### src/rtl/mem_arb_pkg.sv
// Shared constants and enums for the two-master memory arbiter.
package mem_arb_pkg;

  localparam int unsigned AW    = 32;
  localparam int unsigned DW    = 32;
  localparam int unsigned BW    = 4;
  localparam int unsigned SEL_W = 3;

  // DM starts at address 0, so only its upper bound is needed
  localparam logic [AW-1:0] DM_HI     = 32'h0000_2fff;
  localparam logic [AW-1:0] TC1_LO    = 32'h0000_7f00;
  localparam logic [AW-1:0] TC1_HI    = 32'h0000_7f0b;
  localparam logic [AW-1:0] TC2_LO    = 32'h0000_7f10;
  localparam logic [AW-1:0] TC2_HI    = 32'h0000_7f1b;
  localparam logic [AW-1:0] INT_LO    = 32'h0000_7f20;
  localparam logic [AW-1:0] INT_HI    = 32'h0000_7f23;
  localparam logic [AW-1:0] COUNT_OFF = 32'h0000_0008;

  typedef enum logic [1:0] {ST_IDLE, ST_ADDR, ST_RESP} state_t;

  typedef enum logic [SEL_W-1:0] {
    SEL_NONE, SEL_DM, SEL_TC1, SEL_TC2, SEL_INT
  } sel_t;

endpackage

### src/rtl/mem_arb_decode.sv
// Combinational address decode: slave select plus access error.
module mem_arb_decode
  import mem_arb_pkg::*;
(
  input  logic [AW-1:0]    addr,
  input  logic             we,
  input  logic [BW-1:0]    byteen,
  output logic [SEL_W-1:0] sel_c,
  output logic             err_c
);

  // Timers demand full-word access and their COUNT word is read-only
  always_comb begin
    sel_c = SEL_NONE;
    err_c = 1'b0;
    if (addr <= DM_HI) begin
      sel_c = SEL_DM;
    end else if (addr >= TC1_LO && addr <= TC1_HI) begin
      sel_c = SEL_TC1;
      err_c = (byteen != 4'b1111) || (we && ((addr - TC1_LO) >= COUNT_OFF));
    end else if (addr >= TC2_LO && addr <= TC2_HI) begin
      sel_c = SEL_TC2;
      err_c = (byteen != 4'b1111) || (we && ((addr - TC2_LO) >= COUNT_OFF));
    end else if (addr >= INT_LO && addr <= INT_HI) begin
      sel_c = SEL_INT;
    end else begin
      err_c = 1'b1;
    end
  end

endmodule

### src/rtl/mem_arbiter.sv
// Two-master memory arbiter, 3-cycle IDLE/ADDR/RESP transfer.
// Define MEM_ARB_RR_EN for round-robin; default is fixed priority to m0.
module mem_arbiter
  import mem_arb_pkg::*;
(
  input  logic          clk,
  input  logic          reset,
  input  logic          m0_req,
  input  logic [AW-1:0] m0_addr,
  input  logic          m0_we,
  input  logic [BW-1:0] m0_byteen,
  input  logic [DW-1:0] m0_wdata,
  input  logic          m1_req,
  input  logic [AW-1:0] m1_addr,
  input  logic          m1_we,
  input  logic [BW-1:0] m1_byteen,
  input  logic [DW-1:0] m1_wdata,
  output logic          m0_ack,
  output logic          m1_ack,
  output logic          m_err,
  output logic [DW-1:0] m_rdata,
  output logic [AW-1:0] s_addr,
  output logic [DW-1:0] s_wdata,
  output logic [BW-1:0] s_byteen,
  output logic          dm_we,
  output logic          tc1_we,
  output logic          tc2_we,
  output logic          int_we,
  input  logic [DW-1:0] dm_rdata,
  input  logic [DW-1:0] tc1_rdata,
  input  logic [DW-1:0] tc2_rdata,
  input  logic [DW-1:0] int_rdata,
  output logic          m0_stall
);

  state_t           state;
  logic             win;
  logic             we_q;
  logic             err_q;
  logic [SEL_W-1:0] sel_q;
  logic             pick;
  logic [AW-1:0]    c_addr;
  logic [DW-1:0]    c_wdata;
  logic [BW-1:0]    c_byteen;
  logic             c_we;
  logic [SEL_W-1:0] dec_sel;
  logic             dec_err;
  logic             stb_ok;
  logic [DW-1:0]    rd_sel;

`ifdef MEM_ARB_RR_EN
  logic last;

  // On conflict the master not granted last wins (1 = m1)
  always_comb begin
    pick = ~m0_req;
    if (m0_req && m1_req) pick = ~last;
  end
`else
  always_comb pick = ~m0_req;
`endif

  always_comb begin
    c_addr   = pick ? m1_addr   : m0_addr;
    c_wdata  = pick ? m1_wdata  : m0_wdata;
    c_byteen = pick ? m1_byteen : m0_byteen;
    c_we     = pick ? m1_we     : m0_we;
  end

  mem_arb_decode u_decode (
    .addr   (c_addr),
    .we     (c_we),
    .byteen (c_byteen),
    .sel_c  (dec_sel),
    .err_c  (dec_err)
  );

  assign stb_ok   = c_we && !dec_err;
  assign m0_stall = m0_req & ~m0_ack;

  // Read data captured in ADDR; writes and errors return zero
  always_comb begin
    rd_sel = '0;
    if (!err_q && !we_q) begin
      case (sel_q)
        SEL_DM:  rd_sel = dm_rdata;
        SEL_TC1: rd_sel = tc1_rdata;
        SEL_TC2: rd_sel = tc2_rdata;
        SEL_INT: rd_sel = int_rdata;
        default: rd_sel = '0;
      endcase
    end
  end

  // Strobes are registered on entry to ADDR so they are high for ADDR only
  always_ff @(posedge clk) begin
    if (reset) begin
      state    <= ST_IDLE;
      win      <= 1'b0;
      we_q     <= 1'b0;
      err_q    <= 1'b0;
      sel_q    <= SEL_NONE;
      m0_ack   <= 1'b0;
      m1_ack   <= 1'b0;
      m_err    <= 1'b0;
      m_rdata  <= '0;
      s_addr   <= '0;
      s_wdata  <= '0;
      s_byteen <= '0;
      dm_we    <= 1'b0;
      tc1_we   <= 1'b0;
      tc2_we   <= 1'b0;
      int_we   <= 1'b0;
`ifdef MEM_ARB_RR_EN
      last     <= 1'b1;
`endif
    end else begin
      m0_ack <= 1'b0;
      m1_ack <= 1'b0;
      dm_we  <= 1'b0;
      tc1_we <= 1'b0;
      tc2_we <= 1'b0;
      int_we <= 1'b0;
      case (state)
        ST_IDLE: begin
          if (m0_req || m1_req) begin
            state    <= ST_ADDR;
            win      <= pick;
            s_addr   <= c_addr;
            s_wdata  <= c_wdata;
            s_byteen <= c_byteen;
            we_q     <= c_we;
            err_q    <= dec_err;
            sel_q    <= dec_sel;
            dm_we    <= stb_ok && (dec_sel == SEL_DM);
            tc1_we   <= stb_ok && (dec_sel == SEL_TC1);
            tc2_we   <= stb_ok && (dec_sel == SEL_TC2);
            int_we   <= stb_ok && (dec_sel == SEL_INT);
`ifdef MEM_ARB_RR_EN
            last     <= pick;
`endif
          end
        end
        ST_ADDR: begin
          state   <= ST_RESP;
          m0_ack  <= ~win;
          m1_ack  <= win;
          m_err   <= err_q;
          m_rdata <= rd_sel;
        end
        default: state <= ST_IDLE;
      endcase
    end
  end

endmodule

### config.mk
export PLATFORM = sky130hd
export DESIGN_NAME = mem_arbiter
export DESIGN_NICKNAME = d
export VERILOG_FILES = /design/src/rtl/mem_arb_pkg.sv /design/src/rtl/mem_arb_decode.sv /design/src/rtl/mem_arbiter.sv
export SDC_FILE = /design/constraint.sdc
export NUM_CORES = 1
export LEC_CHECK = 0
export CORE_MARGIN = 10
export CORE_UTILIZATION = 30
export DETAILED_ROUTE_END_ITERATION = 10
export PLACE_DENSITY = 0.71
export SLEW_MARGIN = 10
export SYNTH_ARGS = -nofsm -noshare
export SYNTH_HDL_FRONTEND = slang
export SYNTH_SLANG_ARGS = --single-unit
### constraint.sdc
create_clock -name clk -period 4.9 [get_ports clk]
set_clock_uncertainty 0.2 [all_clocks]
set_input_delay 0.98 -clock clk [delete_from_list [all_inputs] [get_ports clk]]
set_output_delay 0.98 -clock clk [all_outputs]
set_load 0.01 [all_outputs]
==> impl_results.md <==
* Status: finished, final reports clean
* Router iterations before antenna repair at 5
* Power density over cell area at 268 nW/um2
* RD Place Congestion at 0.874
* Buffers added on ports at 377
* DIE AREA at 28300 um2
* Gr ovfl total at 0
* Final Hold Violating Endpoints at 0
* Drt initial violations at 532
* Share of cells above drive strength 1 at 5.88%
* Site Rows at 54
* Synth area leaders: dfxtp_1 (35%), mux2i_1 (10%), a211oi_1 (8.2%)
* Post-synthesis sequential area ratio at 34.9%
* Routed Antenna Nets at 0
* Pleak at 0.00404 uW
* H-tree depth at 4
* Final setup TNS at 0 ps
* Drc violations at 0
* Critical Path RT at 5020 ps
* Max-slew violations at 0
* Chip Height at 168 um
* Main synth FF type: dfxtp_1
* Critical Path End: tc1_we
* CTS Root Cell: clkbuf_16
* RR Endpoint: m_rdata[10]
* Cts hold-fix bufs at 0
* Share of the synthesized area in the top cell type at 34.9%
* YS warnings at 0
* Clock latency on the worst-skew pair at 410 ps
* Syn Area/Cell at 8.27 um2
* Initial Utilization at 30.3%
* Maxcap violations at 0
* Crit end category: flip-flop
* Syn_nets at 1070
* Setup bufs post-CTS at 0
* Maximum vdd drop at 0.210 mV
* R2r setup slk at 2880 ps
* Crit. Startpoint: m1_addr[8]
* Wire length per cell at 21.0 um
* Reg clk slew, reported paths at 50 ps
* Worst Hold Class: reg -> reg
* Headroom to the max-slew limit at 42.1%
* DP HPWL at 23.8 mm
* CTS Buf Count at 17
* Worst slew pin tran at 868 ps
* Post-CTS sizing at 0
* CTS tree: yes
* Post-route core utilization at 51.2%
* Fraction of registers with async set/reset at 0%
* Fin crit period at 4180 ps
* Synth-to-Final Area Change at 68.9%
* Max Fclk at 0.239 GHz
* CP arrival at 4300 ps
* Startpoint types: input port
* Antenna violations before repair at 3
* Worst reg2reg startpoint: state[1]
* Std-Cell Core Area at 21800 um2
* RSZ-0062 raised after global routing: no
* Syn Inst Count at 798
* Yosys cell types at 67
* Clock Path Buffers at 2
* Register bit count reported by yosys at 115
* Cell area after synthesis at 6600 um2
* Most frequent cells in the layout: clkdlybuf4s50_1 (375), nor2_1 (127), dfxtp_1 (115)
* Clock sinks at 115
* CP max FO at 8
* Fin crit share at 85.3%
* # setup viols final at 0
* Die Wd at 168 um
* Gr usage total at 20.1%
* Vias in the first global route at 7667
* Drt via density at 5.32
* CP Class: in -> reg
* Routed wire length at 30.2 mm
* Most common cell after layout, fill and taps aside: clkdlybuf4s50_1
* DR vias at 7649
* Cell taking the most area after synthesis: dfxtp_1
* FF-to-FF path depth at 7
* Nets at 1415
* Largest net degree at the start of global routing at 76
* EDFF count, synth at 0
* IO Count at 378
* Global-route wire length before repair at 45.6 mm
-- routing by layer --
metal / vias to the layer above / track usage (%) / routed length [um]
li1: 3713 / - / -
met1: 3579 / 23.5 / 12100
met2: 327 / 33.8 / 14900
met3: 28 / 7.08 / 2690
met4: 2 / 5.98 / 506
met5: - / 0 / 13
-- power by group --
group	internal, uW	total (uW)	switching [uW]
Sequential	1010	1040	35.8
Clock	715	1200	486
Combinational	412	748	337
Total	2130	2990	858
-- cells by family after synthesis --
| group | share of synthesized area [%] |
|---|---|
| AO/OA/AOI/OAI | 28.1 |
| XOR/XNOR | 1.59 |
| adder cells (fa/ha/maj) | 0.379 |
| buffers and inverters | 4.89 |
| flip-flops | 34.9 |
| multiplexers | 11.1 |
| AND/OR/NAND/NOR | 19.0 |
-- area by class of cell --
type | instances | area, um2
fillers | 2103 | 10600
multi-input cells | 609 | 4000
repair buffers | 391 | 3890
flip-flops and latches | 115 | 2300
clock buffers | 18 | 439
well taps | 280 | 350
clock inverters | 14 | 129
inverters | 9 | 33.8
diodes | 2 | 5.00
-- stage by stage --
step | setup slack [ps] | cell area [um2] | instances | power [uW] | hold slack (ps)
6_report | 722 | 11100 | 1438 | 2990 | 239
5_1_grt | 470 | 11100 | 1438 | 3140 | 271
4_1_cts | 808 | 11100 | 1436 | 3030 | 239
3_5_place_dp | 375 | 10600 | 1404 | 1810 | 229
3_3_place_gp | 488 | 10600 | 1404 | 1810 | 232
2_1_floorplan | 733 | 6600 | 798 | 1360 | 217
-- synthesized netlist by cell type (4+ instances only) --
master    count
or3_1         4
nor4_1        6
a22oi_1      67
xor2_1        5
inv_1         9
mux2_2        4
and3_1        5
nor3b_1      12
a21oi_1      80
nor3_1       26
o22ai_1       5
nor4b_1       7
nand3_1      14
nand2_1      18
buf_1         4
o211ai_1      4
xnor2_1       7
o21ai_1       4
nor2_1      127
dfxtp_1     115
mux2i_1      69
o21ai_0      10
a21o_1        4
nand4_1       5
a211oi_1     72
clkbuf_1     43
buf_2        15
-- flip-flops by register name, indices dropped and copies added, names as in the netlist, 2 cells and up --
name      flops
s_wdata      32
sel_q         3
s_addr       32
state         2
s_byteen      4
m_rdata      32
-- worst max-delay path: stages --
cell	delay (ps)
clkdlybuf4s50_1	520
mux2i_1	140
inv_1	160
ha_1	280
nand4_1	170
a22oi_1	550
o211ai_2	340
o211ai_1	290
xor2_1	90
nor3_1	280
a31oi_1	130
o21ai_1	170
nor3b_1	200
-- how the worst min path moves through the flow --
stage | slack [ps] | to | cells after the start | startpoint
2_1_floorplan | 220 | m0_ack | 1 | win
3_3_place_gp | 230 | m0_ack | 1 | win
3_5_place_dp | 230 | m0_ack | 1 | win
4_1_cts | 240 | m0_ack | 1 | win
5_1_grt | 270 | m0_ack | 1 | win
6_report | 240 | m0_ack | 1 | win
Note: power is estimated with default switching activity, not from simulation.
